[config.mk]
export PLATFORM = sky130hd
export DESIGN_NAME = inv_cov_from_inv_chol_2
export DESIGN_NICKNAME = d
export VERILOG_FILES = /design/src/rtl/inv_cov_from_inv_chol_2.sv
export SDC_FILE = /design/constraint.sdc
export NUM_CORES = 2
export LEC_CHECK = 0
export ABC_AREA = 1
export CAP_MARGIN = 40
export CELL_PAD_IN_SITES_DETAIL_PLACEMENT = 1
export CELL_PAD_IN_SITES_GLOBAL_PLACEMENT = 1
export CORE_UTILIZATION = 35
export DETAILED_ROUTE_END_ITERATION = 7
export MAX_ROUTING_LAYER = met4
export PLACE_DENSITY = 0.69
export REMOVE_ABC_BUFFERS = 1
export SLEW_MARGIN = 25
export SYNTH_ARGS = -nofsm -noshare
export SYNTH_HDL_FRONTEND = slang
export SYNTH_SLANG_ARGS = --single-unit
[constraint.sdc]
create_clock -name clk -period 7.15 [get_ports clk]
set_input_delay 1.7875 -clock clk [delete_from_list [all_inputs] [get_ports clk]]
set_output_delay 1.7875 -clock clk [all_outputs]
set_load 0.01 [all_outputs]
[src/rtl/inv_cov_from_inv_chol_2.sv]
`default_nettype none
// ============================================================================
//  Module   : inv_cov_from_inv_chol_2
//  Purpose  : Takes the packed output of a 2x2 inverse-Cholesky stage
//             (S_11 = 1/L_11, S_21 = L_21, S_22 = 1/L_22) and produces the
//             lower triangle of the inverse covariance P = inv(L)^T * inv(L).
//             A single pipelined signed 32x32 multiplier and one adder are
//             time-shared by a fixed-schedule FSM. All data is signed Q16.16.
//
//             The schedule, one multiply per state:
//               M1 : t    = S_21 * S_11
//               M2 : n    = -(t * S_22)          (n = inv(L)_21)
//               M3 : P_22 = S_22 * S_22
//               M4 : P_21 = n * S_22
//               M5 : q    = n * n
//               M6 : r    = S_11 * S_11
//               ADD: P_11 = r + q
//               DONE: publish P, raise P_valid, drop busy
//
//  Ports    : clk      - clock
//             rst      - synchronous active-high reset
//             clk_en   - global enable; low freezes every register
//             S[95:0]  - {S_22, S_21, S_11}, Q16.16 signed
//             S_valid  - level valid; a job starts on its rising edge in IDLE
//             P[95:0]  - {P_22, P_21, P_11}, Q16.16 signed
//             P_valid  - high from result until the next accepted job
//             busy     - high while a job is in progress
//
//  Options  : `define INV_COV_SAT_EN to saturate the multiply, negation and
//             add instead of truncating / wrapping.
//
//  Revision : 1.0 - initial release
// ============================================================================
module inv_cov_from_inv_chol_2 #(
    parameter int MULT_LAT    = 2,
    parameter int COUNT_WIDTH = 8
) (
    input  logic        clk,
    input  logic        rst,
    input  logic        clk_en,
    input  logic [95:0] S,
    input  logic        S_valid,
    output logic [95:0] P,
    output logic        P_valid,
    output logic        busy
);

    localparam logic [COUNT_WIDTH-1:0] c_CNT_LAST = COUNT_WIDTH'(MULT_LAT);
    localparam logic [31:0]            c_SAT_MAX  = 32'h7FFF_FFFF;
    localparam logic [31:0]            c_SAT_MIN  = 32'h8000_0000;

    typedef enum logic [3:0] {
        ST_IDLE = 4'd0,
        ST_M1   = 4'd1,
        ST_M2   = 4'd2,
        ST_M3   = 4'd3,
        ST_M4   = 4'd4,
        ST_M5   = 4'd5,
        ST_M6   = 4'd6,
        ST_ADD  = 4'd7,
        ST_DONE = 4'd8
    } state_t;

    // ------------------------------------------------------------------------
    // Registers
    // ------------------------------------------------------------------------
    state_t                   state_q,  state_d;
    logic [COUNT_WIDTH-1:0]   cnt_q,    cnt_d;
    logic                     sv_d1_q,  sv_d1_d;
    logic [31:0]              s11_q,    s11_d;
    logic [31:0]              s21_q,    s21_d;
    logic [31:0]              s22_q,    s22_d;
    logic [31:0]              opa_q,    opa_d;
    logic [31:0]              opb_q,    opb_d;
    logic [31:0]              pipe_q [MULT_LAT];
    logic [31:0]              pipe_d [MULT_LAT];
    logic [31:0]              n_q,      n_d;
    logic [31:0]              qq_q,     qq_d;
    logic [31:0]              rr_q,     rr_d;
    logic [31:0]              p11_q,    p11_d;
    logic [31:0]              p21_q,    p21_d;
    logic [31:0]              p22_q,    p22_d;
    logic [95:0]              p_q,      p_d;
    logic                     pvalid_q, pvalid_d;
    logic                     busy_q,   busy_d;

    // ------------------------------------------------------------------------
    // Shared arithmetic
    // ------------------------------------------------------------------------
    logic signed [63:0] w_prod;
    logic [31:0]        w_mul_res;   // product after Q16.16 rescale
    logic [31:0]        w_mul_out;   // result leaving the multiplier pipeline
    logic [31:0]        w_neg_res;
    logic [31:0]        w_sum;
    logic               w_unused_prod;
    logic               w_step_done;

    assign w_prod = 64'(signed'(opa_q)) * 64'(signed'(opb_q));

    // The rescale is folded into the first pipeline stage; later stages only
    // delay it, so the operands-to-result latency is exactly MULT_LAT.
    always_comb begin
        w_mul_res = w_prod[47:16];
`ifdef INV_COV_SAT_EN
        if (w_prod[63:47] != {17{w_prod[63]}}) begin
            w_mul_res = w_prod[63] ? c_SAT_MIN : c_SAT_MAX;
        end
`endif
    end

`ifdef INV_COV_SAT_EN
    assign w_unused_prod = ^w_prod[15:0];
`else
    assign w_unused_prod = ^{w_prod[63:48], w_prod[15:0]};
`endif

    assign w_mul_out = pipe_q[MULT_LAT-1];

    always_comb begin
        w_neg_res = 32'd0 - w_mul_out;
`ifdef INV_COV_SAT_EN
        if (w_mul_out == c_SAT_MIN) begin
            w_neg_res = c_SAT_MAX;
        end
`endif
    end

    always_comb begin
        w_sum = rr_q + qq_q;
`ifdef INV_COV_SAT_EN
        if ((rr_q[31] == qq_q[31]) && (w_sum[31] != rr_q[31])) begin
            w_sum = rr_q[31] ? c_SAT_MIN : c_SAT_MAX;
        end
`endif
    end

    assign w_step_done = (cnt_q == c_CNT_LAST);

    // ------------------------------------------------------------------------
    // Next-state / datapath control
    // ------------------------------------------------------------------------
    always_comb begin
        state_d  = state_q;
        cnt_d    = cnt_q;
        sv_d1_d  = S_valid;
        s11_d    = s11_q;
        s21_d    = s21_q;
        s22_d    = s22_q;
        opa_d    = opa_q;
        opb_d    = opb_q;
        n_d      = n_q;
        qq_d     = qq_q;
        rr_d     = rr_q;
        p11_d    = p11_q;
        p21_d    = p21_q;
        p22_d    = p22_q;
        p_d      = p_q;
        pvalid_d = pvalid_q;
        busy_d   = busy_q;

        pipe_d[0] = w_mul_res;
        for (int i = 1; i < MULT_LAT; i++) begin
            pipe_d[i] = pipe_q[i-1];
        end

        // Each multiply state lasts MULT_LAT+1 cycles.
        if ((state_q >= ST_M1) && (state_q <= ST_M6)) begin
            cnt_d = w_step_done ? '0 : cnt_q + 1'b1;
        end

        // Operands for the next multiply are loaded on the same edge that
        // leaves the current state, so the next state starts with them in
        // place. M2 needs t, which is taken straight off the pipeline output.
        case (state_q)
            ST_IDLE: begin
                if (S_valid && !sv_d1_q) begin
                    state_d  = ST_M1;
                    cnt_d    = '0;
                    s11_d    = S[31:0];
                    s21_d    = S[63:32];
                    s22_d    = S[95:64];
                    opa_d    = S[63:32];
                    opb_d    = S[31:0];
                    pvalid_d = 1'b0;
                    busy_d   = 1'b1;
                end
            end
            ST_M1: begin
                if (w_step_done) begin
                    state_d = ST_M2;
                    opa_d   = w_mul_out;
                    opb_d   = s22_q;
                end
            end
            ST_M2: begin
                if (w_step_done) begin
                    state_d = ST_M3;
                    n_d     = w_neg_res;
                    opa_d   = s22_q;
                    opb_d   = s22_q;
                end
            end
            ST_M3: begin
                if (w_step_done) begin
                    state_d = ST_M4;
                    p22_d   = w_mul_out;
                    opa_d   = n_q;
                    opb_d   = s22_q;
                end
            end
            ST_M4: begin
                if (w_step_done) begin
                    state_d = ST_M5;
                    p21_d   = w_mul_out;
                    opa_d   = n_q;
                    opb_d   = n_q;
                end
            end
            ST_M5: begin
                if (w_step_done) begin
                    state_d = ST_M6;
                    qq_d    = w_mul_out;
                    opa_d   = s11_q;
                    opb_d   = s11_q;
                end
            end
            ST_M6: begin
                if (w_step_done) begin
                    state_d = ST_ADD;
                    rr_d    = w_mul_out;
                end
            end
            ST_ADD: begin
                state_d = ST_DONE;
                p11_d   = w_sum;
            end
            ST_DONE: begin
                state_d  = ST_IDLE;
                p_d      = {p22_q, p21_q, p11_q};
                pvalid_d = 1'b1;
                busy_d   = 1'b0;
            end
            default: begin
                state_d = ST_IDLE;
            end
        endcase
    end

    // ------------------------------------------------------------------------
    // State register
    // ------------------------------------------------------------------------
    always_ff @(posedge clk) begin
        if (rst) begin
            state_q  <= ST_IDLE;
            cnt_q    <= '0;
            sv_d1_q  <= 1'b0;
            s11_q    <= '0;
            s21_q    <= '0;
            s22_q    <= '0;
            opa_q    <= '0;
            opb_q    <= '0;
            n_q      <= '0;
            qq_q     <= '0;
            rr_q     <= '0;
            p11_q    <= '0;
            p21_q    <= '0;
            p22_q    <= '0;
            p_q      <= '0;
            pvalid_q <= 1'b0;
            busy_q   <= 1'b0;
            for (int i = 0; i < MULT_LAT; i++) begin
                pipe_q[i] <= '0;
            end
        end else if (clk_en) begin
            state_q  <= state_d;
            cnt_q    <= cnt_d;
            sv_d1_q  <= sv_d1_d;
            s11_q    <= s11_d;
            s21_q    <= s21_d;
            s22_q    <= s22_d;
            opa_q    <= opa_d;
            opb_q    <= opb_d;
            n_q      <= n_d;
            qq_q     <= qq_d;
            rr_q     <= rr_d;
            p11_q    <= p11_d;
            p21_q    <= p21_d;
            p22_q    <= p22_d;
            p_q      <= p_d;
            pvalid_q <= pvalid_d;
            busy_q   <= busy_d;
            for (int i = 0; i < MULT_LAT; i++) begin
                pipe_q[i] <= pipe_d[i];
            end
        end
    end

    assign P       = p_q;
    assign P_valid = pvalid_q;
    assign busy    = busy_q;

endmodule
`default_nettype wire

== After elaboration in Yosys (flattened, before gate mapping) ==
Memory sizes are Yosys's and may differ from the RTL's.
Cells that the tools add are included.
Storage, ports and cells
  bits in registers: 431
  memory bits (writable): 64
  input bits: 100
  output and inout bits: 98
  memories kept: 1
Memory list
  pipe_q: words 2, bits a word 32, rd ports 2, clocked after Yosys merged registers in 0, write ports 2, RTL line 75  | logic [31:0] pipe_q [MULT_LAT];
Cells by class
  $add $sub $neg: 3
  multiply operators: 1
  order comparisons: 2
  eq/ne operators: 18
  muxes and demuxes: 31
  bitwise logic cells: 2
  reductions and logical operators: 21
Operator list (count)
  $mux 32: 8
  $pmux 32 s5: 1
  $pmux 32 s4: 1
  $mul 32x32->48: 1
  $add 32x32->32: 1
  $mux 8: 4
  $pmux 4 s8: 1
  $sub 1x32->32 const A: 1
  $mux 4: 7
  $reduce_and 3->1: 7
  $eq 4x3->1 const B: 4
  $ne 2x2->1 const B: 7
  $add 8x1->8 const B: 1
  $eq 4x2->1 const B: 2
  $eq 8x2->1 const B: 1
  $reduce_and 8->1: 1
  $mux 1: 7
  $reduce_and 7->1: 1
  $reduce_and 6->1: 1
  $reduce_bool 5->1: 1
  $eq 4x1->1 const B: 1
  $eq 4x4->1 const B: 1
  $ge 4x1->1 const B: 1
  $le 4x3->1 const B: 1
  other kinds (11): 16

== Depth between registers and ports, before layout ==
  word-level depth: 5
  mapped depth: 34
  mapped depth without buffers: 32

== Least setup slack after synthesis ==
OpenSTA, ideal clock, no wires.
  path type: flip-flop to flip-flop
  start point: register opa_q[31]
  end point: memory pipe_q[0][24], data pin
  arrival: 6525 ps
  required time: 6895 ps
  path slack: 369 ps
  cell stages (with the launch flop): 27
  path buffers: 2
  period minus slack after synthesis: 6781 ps
  cell sequence: dfxtp_1 > clkbuf_1 > clkbuf_1 > nand2_1 > inv_1 > fa_1 > fa_1 > fa_1 > inv_1 > fa_1 > inv_1 > fa_1 > inv_1 > fa_1 > fa_1 > fa_1 > inv_1 > ha_1 > nand2_1 > nor2_1 > nand2_1 > nor2_1 > nand4_1 > nand3_1 > nand2_1 > inv_1 > nor2_1
RTL lines
  start, declared: RTL line 73  | logic [31:0] opa_q, opa_d;
  start signal, assigned: RTL line 281  | opa_q <= opa_d;
  end, declared: RTL line 75

==> reports/metrics.yaml <==
drt:
  routed-wl-met2_um: 92170
  via_per_inst: 5.072
  drtIter0Drc: 2650
  wl_per_cell_um: 21.52
  drtAntennaViolNets: 0
  drc: 0
  firstDrtPassIters: 5
  routed_wl_um: 192700
  num_vias: 45417
  m1WireLength_um: 81440
  top_layer_used: "met4"
  wl_met3_um: 11470
sta:
  rsz0062_at_grt: "true"
  period_needed_ps: 6974
  final-setup-viol-count: 0
  timing.fmax_mhz: 143.4
  slew_viol_final: 0
  post-route-period-util_pct: 97.53
  tightest_slew_ps: 997.3
  fin_skew_ps: 29.62
  max_slew_margin_pct: 33.11
  finalHoldViolCount: 0
setup_path:
  r2r_slack_ps: 180
  r2r_end: "pipe_q[0][14]"
  required_ps: 7550
  path_max_fanout: 7
  start_kind: "flip-flop"
  path_class: "flip-flop to flip-flop"
  r2r_cells: 24
  cp.arrival_ps: 7380
  setup.worst_path.end_class: "flip-flop"
  timing.rr.start: "opb_q[5]"
yosys:
  synth_top_area_cell: "fa_1"
  synth.top_cell.area_share_pct: 32.15
  synth-compound-area-share_pct: 10.17
  synth_area_leaders: "fa_1 (32%), dfxtp_1 (17%), inv_1 (12%)"
  async_reset_ff_share_pct: 0
  ys_ff_latch: 495
  yosys.area_share.adder_pct: 36.87
  synthXorXnorAreaFrac_pct: 0.6370
  avgSynthCellArea_sq_um: 7.641
  synth-edff-count: 64
  synth.distinct_cells: 49
  synth_cells: 6838
  yosys.area_share.simple_pct: 17.41
  synth_top_family_by_area: "adder cells"
  ys_seq_area_share_pct: 20.19
  synth_area_sq_um: 52250
  yosys_warnings: 0
  synth_flop_cell: "dfxtp_1"
  muxShareOfSynthArea_pct: 0.01916
hold_path:
  hold_class: "flip-flop to flip-flop"
  min_to: "s11_q[2]"
  whs_path_depth: 2
  min_from: "s11_q[2]"
clocking:
  cts_made_buffers: 54
  clock_sinks: 495
  clockBufferDepth: 3
  cts_tree: "done"
  ctsHoldBuffers: 0
  root_buffer: "clkbuf_16"
  clk_latency_ps: 660
  ctsHtreeMaxLevel: 2
  clk_pin_slew_ps: 60
power_and_ir_drop:
  vdd_drop_max_uv: 608.8
  fin_total_pwr_mw: 27.98
  p_leak_nw: 30.23
  power_density_nw_per_um2: 461.9
grt:
  grt_pass1_vias: 49777
  grt_pass1_wl_um: 292700
  antenna_found_initial: 10
  grt_overflow: 0
  groute.usage.overall_pct: 25.87
  grt_max_degree: 96
place:
  gp_congestion: 0.9283
  place_area_sq_um: 57950
  port_buffers: 197
  dp_hpwl_um: 148600
  dp.cells: 8833
finish:
  fin_nets: 8109
  final_core_util_pct: 40.93
  drive_gt1_share_pct: 7.082
  area_growth_pct: 15.94
  final_cells: 8955
  final_area_sq_um: 60580
  largest_reg_flops: 96
floorplanning:
  die_x_um: 388.4
  fp.coreArea_sq_um: 148000
  fp.dieArea_sq_um: 150800
  initial_core_util_pct: 35.30
  die_h_um: 388.4
  rows: 141
  ioPinCount: 198
outcome:
  status: "finished clean"
job:
  cap_violations: 0
cells in the final DEF (no fill, tap or decap), types with 24 or more instances in the layout:
cell,n
a211oi_1,36
a21oi_1,358
a31oi_1,36
buf_12,64
buf_4,194
clkbuf_16,62
clkdlybuf4s50_1,196
dfxtp_1,418
edfxtp_1,64
fa_1,829
ha_1,189
inv_1,1615
nand2_1,1444
nand3_1,241
nor2_1,482
nor3_1,24
o21a_1,27
o21ai_0,336
o21ai_1,27
o22ai_1,24
xor2_1,27
cells by family (layout without fill, tap and decap cells):
kind of cell    after synthesis  after routing
xor+xnor                     38             38
other cells                   0              7
mux                           1              1
fa+ha+maj                  1036           1036
compound gates              954            954
flops                       495            495
buf+inv                    2031           2211
simple gates               2283           2283
cell type report:
type / instances / area (sq um)
repair buffers: 476 / 5100
flip-flops and latches: 495 / 10580
well taps: 1930 / 2415
clock inverters: 30 / 464.2
clock buffers: 71 / 1528
multi-input cells: 4312 / 34330
diodes: 7 / 17.52
fillers: 18002 / 87440
inverters: 1634 / 6141
where the power goes:
part | internal (mW) | leakage [nW] | switching [mW]
clock | 1.85 | 0.956 | 1.32
combinational | 8.16 | 25.1 | 12.9
sequential | 3.28 | 4.20 | 0.426
total | 13.3 | 30.2 | 14.7
cell usage after synthesis (5+ instances only):
cell / count
a211oi_1: 39
a21boi_0: 12
a21o_1: 7
a21oi_1: 365
a221oi_1: 17
a31oi_1: 38
a41oi_1: 5
buf_1: 14
buf_2: 27
buf_4: 5
clkbuf_1: 350
dfxtp_1: 431
edfxtp_1: 64
fa_1: 839
ha_1: 197
inv_1: 1620
inv_2: 14
nand2_1: 1452
nand3_1: 241
nand3b_1: 5
nand4_1: 22
nor2_1: 505
nor2_2: 6
nor3_1: 26
nor4_1: 8
o211ai_1: 14
o21a_1: 28
o21ai_0: 352
o21ai_1: 13
o21bai_1: 19
o221ai_1: 14
o22ai_1: 24
xnor2_1: 10
xor2_1: 28
worst max-delay path, cell delays in order (launching register included):
cell,delay (ps)
dfxtp_4,410
buf_12,150
clkbuf_16,170
nand2_1,60
inv_1,60
fa_1,570
fa_1,440
fa_1,520
inv_1,50
fa_1,500
inv_1,70
fa_1,530
fa_1,580
fa_1,430
fa_1,530
ha_4,230
a21oi_1,240
inv_1,90
a31oi_2,260
o21bai_1,140
a21oi_1,140
o21ai_1,90
buf_4,160
buf_4,130
o21a_1,170
stage by stage:
step                hold slack, ps  TNS, ps  setup slack [ps]
CTS                          458.9        0             2.160
detailed placement           449.1   -666.5            -209.6
global placement             441.3   -233.0            -79.89
finish                       453.4        0             176.4
global route                 472.6   -298.1            -60.38
floorplan                    431.8  -133160             -1108
worst max-delay path by stage:
stage                          from            end  depth (start not counted)
after floorplan              clk_en        qq_q[1]                          5
after global placement    opa_q[29]  pipe_q[0][26]                         25
after detailed placement  opa_q[29]  pipe_q[0][26]                         25
after CTS                 opa_q[31]  pipe_q[0][31]                         28
after global routing       opb_q[3]  pipe_q[0][14]                         25
final                      opb_q[5]  pipe_q[0][14]                         24
layer usage:
layer,GRT usage (%),vias up
met5,-,-
met4,7.740,0
met3,3.547,323
met2,42.89,1111
met1,32.75,23314
li1,-,20669
repair_timing:
action | 4_1_cts | 5_1_grt
endpoints found under the setup margin | 7 | 28
gates resized for setup | 15 | 105
gates cloned | 0 | 7
buffers inserted | 0 | 5
pin swaps | 3 | 13
No activity file was read; power rests on OpenSTA's default activity.
